**src/rtl/alu_operand_stage.sv**
```systemverilog
// Execute-entry operand stage ahead of the ALU.
// Resolves rs1/rs2 through EX/MEM and MEM/WB forwarding, picks the immediate or
// register operand for y, normalises funct3/funct7 and the shift amount, and
// registers everything behind a valid/ready handshake with load-use stall and flush.
module alu_operand_stage #(
  parameter int unsigned XLEN   = 32,
  parameter int unsigned REG_AW = 5
) (
  input  logic              clk,
  input  logic              rst,
  input  logic              flush,

  // Decode side
  input  logic              in_valid,
  output logic              in_ready,
  input  logic [REG_AW-1:0] in_rs1_addr,
  input  logic [REG_AW-1:0] in_rs2_addr,
  input  logic [REG_AW-1:0] in_rd_addr,
  input  logic [XLEN-1:0]   in_rs1_data,
  input  logic [XLEN-1:0]   in_rs2_data,
  input  logic [XLEN-1:0]   in_imm,
  input  logic              in_use_imm,
  input  logic [2:0]        in_funct3,
  input  logic [6:0]        in_funct7,

  // EX/MEM forwarding source
  input  logic              exmem_we,
  input  logic [REG_AW-1:0] exmem_rd,
  input  logic [XLEN-1:0]   exmem_data,
  input  logic              exmem_is_load,

  // MEM/WB forwarding source
  input  logic              memwb_we,
  input  logic [REG_AW-1:0] memwb_rd,
  input  logic [XLEN-1:0]   memwb_data,

  // ALU side
  output logic              out_valid,
  input  logic              out_ready,
  output logic [XLEN-1:0]   alu_x,
  output logic [XLEN-1:0]   alu_y,
  output logic [3:0]        alu_funct3,
  output logic [6:0]        alu_funct7,
  output logic [REG_AW-1:0] out_rd,
  output logic [XLEN-1:0]   out_rs2_data
);

  localparam logic [2:0] Funct3Sll = 3'b001;
  localparam logic [2:0] Funct3Sr  = 3'b101;

  // Combinational operand resolution
  logic [XLEN-1:0] rs1_fwd;
  logic [XLEN-1:0] rs2_fwd;
  logic [XLEN-1:0] y_sel;
  logic [XLEN-1:0] y_norm;
  logic [6:0]      funct7_norm;
  logic            is_shift;
  logic            rs1_load_hit;
  logic            rs2_load_hit;
  logic            stall;
  logic            accept;

  // Registered outputs
  logic              valid_q,    valid_d;
  logic [XLEN-1:0]   x_q,        x_d;
  logic [XLEN-1:0]   y_q,        y_d;
  logic [3:0]        funct3_q,   funct3_d;
  logic [6:0]        funct7_q,   funct7_d;
  logic [REG_AW-1:0] rd_q,       rd_d;
  logic [XLEN-1:0]   rs2_data_q, rs2_data_d;

  // rs1 forwarding: x0 reads as zero, EX/MEM beats MEM/WB, else register file.
  // A nonzero address can only match a nonzero rd, so x0 writers are ignored.
  always_comb begin
    rs1_fwd = in_rs1_data;
    if (in_rs1_addr == '0) begin
      rs1_fwd = '0;
    end else if (exmem_we && (exmem_rd == in_rs1_addr)) begin
      rs1_fwd = exmem_data;
    end else if (memwb_we && (memwb_rd == in_rs1_addr)) begin
      rs1_fwd = memwb_data;
    end
  end

  // rs2 forwarding, same priority as rs1; also feeds the store-data output.
  always_comb begin
    rs2_fwd = in_rs2_data;
    if (in_rs2_addr == '0) begin
      rs2_fwd = '0;
    end else if (exmem_we && (exmem_rd == in_rs2_addr)) begin
      rs2_fwd = exmem_data;
    end else if (memwb_we && (memwb_rd == in_rs2_addr)) begin
      rs2_fwd = memwb_data;
    end
  end

  // Load-use hazard: a load in EX/MEM has no data yet, so a dependent
  // instruction must wait. rs2 only matters when it is actually read (R-type).
  always_comb begin
    rs1_load_hit = (exmem_rd == in_rs1_addr);
    rs2_load_hit = !in_use_imm && (exmem_rd == in_rs2_addr);
    stall        = in_valid && exmem_we && exmem_is_load && (exmem_rd != '0) &&
                   (rs1_load_hit || rs2_load_hit);
  end

  // Operand y selection and field normalisation.
  always_comb begin
    is_shift = (in_funct3 == Funct3Sll) || (in_funct3 == Funct3Sr);
    y_sel    = in_use_imm ? in_imm : rs2_fwd;
    y_norm   = y_sel;
    // Shift amount lives in the low five bits; the I-type encoding also puts
    // funct7 into imm[11:5], which must not leak into the amount.
    if (is_shift) begin
      y_norm = {{(XLEN-5){1'b0}}, y_sel[4:0]};
    end
    // Immediate ops carry imm bits where funct7 would be; only SRAI/SRLI
    // use them as funct7, so ADDI with imm[10]=1 never turns into SUB.
    funct7_norm = 7'b0;
    if (!in_use_imm || (in_funct3 == Funct3Sr)) begin
      funct7_norm = in_funct7;
    end
  end

  // Handshake: flush and stall both block acceptance; the output slot is
  // free when empty or when it is being drained this cycle.
  always_comb begin
    in_ready = !stall && !flush && (!valid_q || out_ready);
    accept   = in_valid && in_ready;
  end

  // Next-state: flush kills the held instruction, a transfer loads a new one,
  // a drain without a transfer leaves a bubble, otherwise hold bit-for-bit.
  always_comb begin
    valid_d    = valid_q;
    x_d        = x_q;
    y_d        = y_q;
    funct3_d   = funct3_q;
    funct7_d   = funct7_q;
    rd_d       = rd_q;
    rs2_data_d = rs2_data_q;
    if (flush) begin
      valid_d = 1'b0;
    end else if (accept) begin
      valid_d    = 1'b1;
      x_d        = rs1_fwd;
      y_d        = y_norm;
      funct3_d   = {1'b0, in_funct3};
      funct7_d   = funct7_norm;
      rd_d       = in_rd_addr;
      rs2_data_d = rs2_fwd;
    end else if (out_ready) begin
      valid_d = 1'b0;
    end
  end

  // Pipeline register with synchronous reset.
  always_ff @(posedge clk) begin
    if (rst) begin
      valid_q    <= 1'b0;
      x_q        <= '0;
      y_q        <= '0;
      funct3_q   <= '0;
      funct7_q   <= '0;
      rd_q       <= '0;
      rs2_data_q <= '0;
    end else begin
      valid_q    <= valid_d;
      x_q        <= x_d;
      y_q        <= y_d;
      funct3_q   <= funct3_d;
      funct7_q   <= funct7_d;
      rd_q       <= rd_d;
      rs2_data_q <= rs2_data_d;
    end
  end

  assign out_valid    = valid_q;
  assign alu_x        = x_q;
  assign alu_y        = y_q;
  assign alu_funct3   = funct3_q;
  assign alu_funct7   = funct7_q;
  assign out_rd       = rd_q;
  assign out_rs2_data = rs2_data_q;

endmodule

```
**config.mk**
```make
export PLATFORM = sky130hd
export DESIGN_NAME = alu_operand_stage
export DESIGN_NICKNAME = d
export VERILOG_FILES = /design/src/rtl/alu_operand_stage.sv
export SDC_FILE = /design/constraint.sdc
export NUM_CORES = 1
export LEC_CHECK = 0
export CORE_MARGIN = 8
export CORE_UTILIZATION = 43
export CTS_CLUSTER_SIZE = 20
export DETAILED_ROUTE_END_ITERATION = 7
export GPL_ROUTABILITY_DRIVEN = 0
export GPL_TIMING_DRIVEN = 0
export PLACE_DENSITY = 0.88
export RECOVER_POWER = 25
export SETUP_SLACK_MARGIN = 0.3
export SYNTH_ARGS = -nofsm -noshare
export SYNTH_HDL_FRONTEND = slang
export SYNTH_SLANG_ARGS = --single-unit
```
**constraint.sdc**
```tcl
create_clock -name clk -period 5.6 [get_ports clk]
set_clock_uncertainty 0.05 [all_clocks]
set_input_delay 1.12 -clock clk [delete_from_list [all_inputs] [get_ports clk]]
set_output_delay 1.12 -clock clk [all_outputs]
set_load 0.05 [all_outputs]
```
# Word-level counts from Yosys, hierarchy flattened
# Cells that the tools add are included.
# Widths: inputs -> output; s select.
dict set report word_totals {
  in_bits 204
  regBits 112
}
dict set report op_classes {
  n_reduce_logical 26
  n_eq_ne 6
  n_bitwise 1
  n_mux 11
}
# op count
set op_table {}
lappend op_table {{$mux 32} 8}
lappend op_table {{$eq 5x5->1} 4}
lappend op_table {{$logic_and 1x1->1} 12}
lappend op_table {{$logic_not 5->1} 2}
lappend op_table {{$mux 7} 1}
lappend op_table {{$reduce_bool 5->1} 1}
lappend op_table {{$logic_not 1->1} 4}
lappend op_table {{$logic_or 1x1->1} 4}
lappend op_table {{$eq 3x1->1 const B} 1}
lappend op_table {{$eq 3x3->1 const B} 1}
lappend op_table {{$mux 1} 2}
lappend op_table {{$reduce_and 2->1} 1}
lappend op_table {{$reduce_bool 2->1} 1}
lappend op_table {{$reduce_or 2->1} 1}
lappend op_table {{$not 1->1} 1}

# Longest topological paths before layout
# Gate-level depths: netlist of the first run.
dict set report depth {
  word_depth 9
  ltp_mapped 9
  mapped_depth_nobuf 6
}

# Worst setup path after synthesis of the first run
# Ideal clock, no wire load.
dict set report synth_path {
  kind {input-to-output}
  startpoint {in exmem_rd[1]}
  endpoint {out in_ready}
  path_slack_ns 1.237
  t_required_ns 4.430
  cell_stages 5
  n_path_buf 1
  arrival_time_ns 3.193
  cell_sequence {or4_1 > o2111ai_2 > a21oi_2 > buf_2 > nor3_1}
}
dict set report synth_via {
  elab_chain_cells 7
  elab_cells_between_ends 10
}
# item line
set synth_lines {}
lappend synth_lines {{from (decl)} 28} ;# input logic [REG_AW-1:0] exmem_rd,
lappend synth_lines {{$eq 5x5->1} 101} ;# rs2_load_hit = !in_use_imm && (exmem_rd == in_rs2_addr);
lappend synth_lines {{$logic_and 1x1->1} 101}
lappend synth_lines {{$logic_or 1x1->1} 103} ;# (rs1_load_hit || rs2_load_hit);
lappend synth_lines {{$logic_and 1x1->1 (*)} 102} ;# stall = in_valid && exmem_we && exmem_is_load && (exmem_rd != '0) &&
lappend synth_lines {{$logic_not 1->1 (*)} 127} ;# in_ready = !stall && !flush && (!valid_q || out_ready);
lappend synth_lines {{$logic_and 1x1->1 (*) (2 in series)} 127}
lappend synth_lines {{to (decl)} 15} ;# output logic in_ready,
# Every way passes the cells marked *; elsewhere a longest branch is shown, timed or not.

# Final worst setup path of the first run
dict set report layout_path {
  startpoint {in in_rs2_addr[2]}
  endpoint {out in_ready}
}
dict set report layout_via {
  elab_chain_cells 7
}
# item line
set layout_lines {}
lappend layout_lines {{from (decl)} 17} ;# input logic [REG_AW-1:0] in_rs2_addr,
lappend layout_lines {{$eq 5x5->1} 101}
lappend layout_lines {{$logic_and 1x1->1} 101}
lappend layout_lines {{$logic_or 1x1->1} 103}
lappend layout_lines {{$logic_and 1x1->1} 102}
lappend layout_lines {{$logic_not 1->1} 127}
lappend layout_lines {{$logic_and 1x1->1 (2 in series)} 127}
# No other way between the ends.

==> results of run 1 <==
[cell type report]
class / count / share of cell area
Sequential cell: 112 / 0.2363
Multi-Input combinational cell: 473 / 0.3413
Timing Repair Buffer: 314 / 0.3313
Tap cell: 176 / 0.02321
Clock buffer: 10 / 0.02414
Clock inverter: 6 / 0.008177
Buffer: 72 / 0.03548
[worst paths after layout]
path | end | slack (ns) | cells past startpoint
worst min-delay path | alu_y[17] | 0.43 | 1
worst max-delay path | in_ready | 0.62 | 8
worst min register to register | alu_y[17] | 0.43 | 1
worst max register to register | alu_y[7] | 3.33 | 5
[Yosys cell counts, types with 2 or more instances]
library cell,number
and3_1,3
a31o_2,5
o2bb2ai_2,20
a22oi_1,27
or4_1,2
mux2i_1,32
o21ai_0,47
nand3_1,12
nand4_1,35
clkbuf_1,48
xnor2_1,14
a31oi_1,32
nor2_1,44
nor3_1,29
buf_1,2
o2bb2ai_1,7
a22o_1,64
dfxtp_1,112
or3_1,2
buf_12,2
a21oi_2,2
a311oi_1,5
a21oi_1,53
nand2_1,19
buf_2,18
nor2b_1,2
xor2_1,6
[state kept, by name, summed over array words and instances, names as in the netlist]
signal and count:
alu_funct3 3, alu_funct7 7, alu_x 32, alu_y 32, out_rd 5, out_rs2_data 32, out_valid 1
[worst register-to-register path, delay by kind of cell (launching register included)]
family | cells | cell delay [ns]
AO/OA/AOI/OAI | 2 | 0.74
buffers and inverters | 1 | 0.64
AND/OR/NAND/NOR | 2 | 0.41
flip-flops | 1 | 0.37
[power by group through the flow]
stage	clock (uW)	combinational, uW	sequential [uW]
finish	684	635	861
global route	726	665	864
CTS	683	637	861
detailed placement	0	634	878
global placement	0	626	877
floorplan	0	183	1020
[metrics by stage]
| step | cells | hold WS (ns) | instance area, um^2 |
|---|---|---|---|
| floorplan | 657 | 0.6466 | 5817 |
| global placement | 1147 | 0.3979 | 9180 |
| detailed placement | 1147 | 0.4041 | 9180 |
| CTS | 1163 | 0.4263 | 9487 |
| global route | 1163 | 0.4340 | 9487 |
| finish | 1163 | 0.4252 | 9487 |
[metal layers]
layer	GRT usage	share of wire	vias up
li1	-	-	3180
met4	0.1136	0.037	0
met1	0.3432	0.38	3331
met5	0	0	-
met2	0.4922	0.46	495
met3	0.1189	0.12	72
[cells by family (layout without fill, tap and decap cells)]
| kind of cell | after synthesis | after routing | synth area share |
|---|---|---|---|
| buffers and inverters | 72 | 402 | 0.05786 |
| xor gates and xnor gates | 20 | 20 | 0.03011 |
| DFF | 112 | 112 | 0.3855 |
| muxes | 32 | 32 | 0.05507 |
| AOI/OAI and AO/OA | 265 | 265 | 0.3371 |
| and+or+nand+nor | 155 | 155 | 0.1338 |
| other | 1 | 1 | 0.0006447 |
==> results.md, run 1 <==
* Clock root cell: clkbuf_16
* Ys Warns at 0
* Clock power frac at 0.314
* Syn Inst Count at approximately 660
* Vias in the first global route at 7,171
* Fin nets at 1,186
* Die width at 132.3 um
* Syn_area_per_cell at 8.854 um^2
* Critical Path AT at 3.81 ns
* Hold WC Path Type: reg -> reg
* CTS buffer count at 9
* Seq. cell area at 0.002242 mm^2
* First-pass GRT wire length at 41,580 um
* Combinational share of power at 0.291
* Hold Path Origin: alu_y[17]
* Final setup fails at 0
* Core Rows at 42
* # H-tree levels at 3
* Cell Pwr Density at 229.7 mW/mm^2
* Leak at roughly 0.0035 uW
* Syn_nets at approximately 860
* Placed wire-length estimate at around 21,000 um
* Synth Register Bits at 112
* Net switching power at 717.1 uW
* Mapped Area at 0.005817 mm^2
* Initial Util at 0.4392
* Seq/Total Area, Yosys at 0.3855
* CP Capture Type: output port
* Post-layout minimum cycle time at 4.978 ns
* Clock slew at reported path FFs at 0.07 ns
* Seq pwr share at 0.395
* Hold buffers post-CTS at 0
* Slowest CP cell: clkdlybuf4s50_1
* Die Area at 0.01750 mm^2
* Insertion delay to the later sink of the worst-skew pair at 0.36 ns
* Sw frac at 0.3291
* Slew headroom at 0.5006
* Max_cap viols at 0
* Area of the multi-input gates at 0.003238 mm^2
* Synth top area cells: dfxtp_1 (39%), a22o_1 (9.6%), mux2i_1 (5.5%)
* First-pass iteration count of the detailed router at 6
* Fillers at 1,047
* Status: completed
* Slew Limit Fails at 0
* Drt wl/cell at 23.62 um
* Post-synth top flop: dfxtp_1
* WL final at approximately 27,000 um
* Buf/Inv on CP at 3
* Diode count at 0
* Reg2reg start: out_valid
* Least-Margin Pin Slew at between 0.7 and 0.8 ns
* Commonest non-fill, non-tap cell in the layout: clkdlybuf4s50_1
* Height of the die at 132.3 um
* Longest Clk Path Bufs at 2
* IO Port Bufs at 314
* Post-synth top area share at 0.3855
* Sink Count at 112
* Critical path required time at 4.43 ns
* Post-CTS Resized at 0
* CP startpoint: in_rs2_addr[2]
* Setup WS post-layout at between 0.6 and 0.7 ns
* Most frequent CP cell: clkdlybuf4s50_1
* IO Count at about 320
* Setup Buffers After CTS at 0
* RSZ-0062 raised after global routing: false
* Area delta synth->final at 63.09%
* Cell Chain, Critical Path: clkdlybuf4s50_1 > xnor2_1 > nand3_1 > or3_1 > a21oi_2 > buf_2 > nor3_1 > clkdlybuf4s50_1
* FMAX at 200.9 MHz
* Post-synth ARST share at 0
* Setup CP Type: in -> out
* Fin crit share at 0.8890
* IR drop worst, VDD at between 0.15 and 0.2 mV
* Internal power component at ~1500 uW
* Number of synthesized flops with an enable pin at 0
* Crit start category: input port
* Post-DRT Antenna Nets at 0
* Layout cells sized above 1 at 0.06687
* TNS Setup at 0 ns
* Dpl ws at 0.6467 ns
* Slowest stage delay, CP at approximately 0.70 ns
* Remaining Overflow, GRT at 0
* Pwr Total at 2179 uW
* Cell taking the most area after synthesis: dfxtp_1
* Overall Global Routing Usage at 0.2995
* Total number of vias at 7,078
* CTS tree: built
* Largest net degree at the start of global routing at 20
* Final hold vios at 0
* Vias per cell at 6.086
* Delay-heaviest family, CP: buffers and inverters
* Initial antenna violation count at 0
* Post-layout util at 0.7164
* CP Max Fanout at 10
* Commonest cells after routing, fill and taps aside: clkdlybuf4s50_1 (258), dfxtp_1 (112), a22o_1 (64)
* Distinct cells, synth at 40
* 1st-iter DRT viols at 840
* Drt drc at 0
* Core Region at 0.01324 mm^2
Note: power is estimated with default switching activity, not from simulation.
==> run 2: changes to the inputs <==
--- a/config.mk
+++ b/config.mk
@@ -5,13 +5,12 @@
 export SDC_FILE = /design/constraint.sdc
 export NUM_CORES = 1
 export LEC_CHECK = 0
-export CORE_MARGIN = 8
-export CORE_UTILIZATION = 43
+export CORE_AREA = 2 2 123 125
 export CTS_CLUSTER_SIZE = 20
 export DETAILED_ROUTE_END_ITERATION = 7
+export DIE_AREA = 0 0 125 127
 export GPL_ROUTABILITY_DRIVEN = 0
-export GPL_TIMING_DRIVEN = 0
-export PLACE_DENSITY = 0.88
+export PLACE_DENSITY = 0.82
 export RECOVER_POWER = 25
 export SETUP_SLACK_MARGIN = 0.3
 export SYNTH_ARGS = -nofsm -noshare
==> results.md, run 2 (synthesized netlist as in run 1, its figures left out) <==
* Status: completed (unchanged)
* Post-CTS Resized at 0 (unchanged)
* WL met2 at 11,690 um (was 12,720 um)
* Net switching power at 711.9 uW (was 717.1 uW)
* Overall Global Routing Usage at 0.2977 (was 0.2995)
* Cell Pwr Density at 229.7 mW/mm^2 (about the same)
* IO Port Bufs at 316 (was 314)
* Insertion delay to the later sink of the worst-skew pair at 0.36 ns (about the same)
* Critical path required time at 4.43 ns (about the same)
* Seq. cell area at 0.002242 mm^2 (unchanged)
* Final setup fails at 0 (unchanged)
* Max_cap viols at 0 (unchanged)
* Slowest stage delay, CP at 0.56 ns (was 0.70 ns)
* Buf/Inv on CP at 3 (unchanged)
* FMAX at 237.1 MHz (was 200.9 MHz)
* Post-DRT Antenna Nets at 0 (unchanged)
* Fin crit share at 0.7531 (was 0.8890)
* Vias in the first global route at 6,488 (was 7,171)
* 1st-iter DRT viols at 561 (was 840)
* RSZ-0062 raised after global routing: false (unchanged)
* Longest Clk Path Bufs at 2 (unchanged)
* Most frequent CP cell: buf_4 (was clkdlybuf4s50_1)
* Combinational share of power at 0.290 (was 0.291)
* Delay-heaviest family, CP: buffers and inverters (unchanged)
* Drt wl/cell at 21.87 um (was 23.62 um)
* Final hold vios at 0 (unchanged)
* Placed wire-length estimate at 17,100 um (was 21,330 um)
* Setup CP Type: in -> out (unchanged)
* Clock slew at reported path FFs at 0.08 ns (was 0.07 ns)
* M1 WL at 9823 um (was 10,460 um)
* First-pass GRT wire length at 37,490 um (was 41,580 um)
* CP Max Fanout at 18 (was 10)
* First-pass iteration count of the detailed router at 5 (was 6)
* Dpl cells at 1,101 (was 1,147)
* WL met3 at 2255 um (was 3272 um)
* Commonest cells after routing, fill and taps aside: clkdlybuf4s50_1 (259), dfxtp_1 (112), a22o_1 (64) (was clkdlybuf4s50_1 (258), dfxtp_1 (112), a22o_1 (64))
* CTS tree: built (unchanged)
* Die width at 125 um (was 132.3 um)
* Total number of vias at 6,659 (was 7,078)
* Sink Count at 112 (unchanged)
* IO Count at 318 (unchanged)
* Internal power component at 1427 uW (was 1462 uW)
* Slew Limit Fails at 0 (unchanged)
* Hold slack at 0.4169 ns (was 0.4252 ns)
* Initial Util at 0.4033 (was 0.4392)
* Clock root cell: clkbuf_16 (unchanged)
* WL final at 24,430 um (was 27,470 um)
* Drt drc at 0 (unchanged)
* # H-tree levels at 3 (unchanged)
* Clock power frac at 0.308 (was 0.314)
* Area of the multi-input gates at 0.003262 mm^2 (was 0.003238 mm^2)
* Slowest CP cell: or4_1 (was clkdlybuf4s50_1)
* Remaining Overflow, GRT at 0 (unchanged)
* Post-layout minimum cycle time at 4.217 ns (was 4.978 ns)
* IR drop worst, VDD at 0.1416 mV (was 0.1512 mV)
* CTS buffer count at 9 (unchanged)
* Core Rows at 44 (was 42)
* Hold buffers post-CTS at 0 (unchanged)
* Layout cells sized above 1 at 0.07288 (was 0.06687)
* Layout Cells excl Fill at 1,117 (was 1,163)
* TNS Setup at 0 ns (unchanged)
* Die Area at 0.01588 mm^2 (was 0.01750 mm^2)
* Seq pwr share at 0.402 (was 0.395)
* Critical Path AT at 3.05 ns (was 3.81 ns)
* Height of the die at 127 um (was 132.3 um)
* Hold WC Path Type: reg -> reg (unchanged)
* Leak at 0.003391 uW (was 0.003480 uW)
* Vias per cell at 5.962 (was 6.086)
* Core Region at 0.01442 mm^2 (was 0.01324 mm^2)
* Largest net degree at the start of global routing at 65 (was 20)
* Diode count at 0 (unchanged)
* Fillers at 1,206 (was 1,047)
* Initial antenna violation count at 0 (unchanged)
* Fin nets at 1,132 (was 1,186)
* Slew headroom at 0.2735 (was 0.5006)
* Least-Margin Pin Slew at 1.090 ns (was 0.7491 ns)
* Crit start category: input port (unchanged)
* CP Capture Type: output port (unchanged)
* Area delta synth->final at 60.08% (was 63.09%)
* Top routing layer used: met4 (unchanged)
* Setup Buffers After CTS at 0 (unchanged)
* Cell Chain, Critical Path: clkdlybuf4s50_1 > or4_1 > o2111ai_2 > a21oi_2 > buf_4 > nor3_1 > buf_4 (was clkdlybuf4s50_1 > xnor2_1 > nand3_1 > or3_1 > a21oi_2 > buf_2 > nor3_1 > clkdlybuf4s50_1)
* Sw frac at 0.3328 (was 0.3291)
* Commonest non-fill, non-tap cell in the layout: clkdlybuf4s50_1 (unchanged)
* Post-layout util at 0.6456 (was 0.7164)
[run 2: final timing paths]
kind | start | end | slack [ns] | cells past startpoint
worst min register to register | alu_y[26] | alu_y[26] | 0.42 | 1
worst max-delay path | exmem_rd[1] | in_ready | 1.38 | 7
worst min-delay path | alu_y[26] | alu_y[26] | 0.42 | 1
worst max register to register | out_valid | alu_y[23] | 3.32 | 4
[run 2: final cells by class]
type	count	area share
multi-input combinational	473	0.3503
clock inverter	6	0.006181
clock buffer	10	0.02567
sequential	112	0.2408
timing repair buffer	332	0.3523
tap	184	0.02472
[run 2: power groups by stage]
| stage | Sequential, uW | Clock, uW | Combinational (uW) |
|---|---|---|---|
| 6_report | 860 | 658 | 621 |
| 5_1_grt | 865 | 698 | 652 |
| 4_1_cts | 860 | 664 | 626 |
| 3_5_place_dp | 877 | 0 | 623 |
| 3_3_place_gp | 878 | 0 | 619 |
| 2_1_floorplan | 1020 | 0 | 183 |
[run 2: stage by stage]
stage	total power (uW)	area [um^2]	worst slack, ns
after global placement	1496	9015	1.432
after CTS	2151	9311	1.360
after floorplan	1200	5817	1.237
final	2139	9311	1.383
after global routing	2214	9311	1.324
after detailed placement	1501	9015	1.368
[run 2: layer usage]
layer | vias to the layer above | GRT usage
li1 | 3055 | -
met1 | 3171 | 0.3690
met3 | 42 | 0.07370
met5 | - | 0
met4 | 0 | 0.09804
met2 | 391 | 0.5096
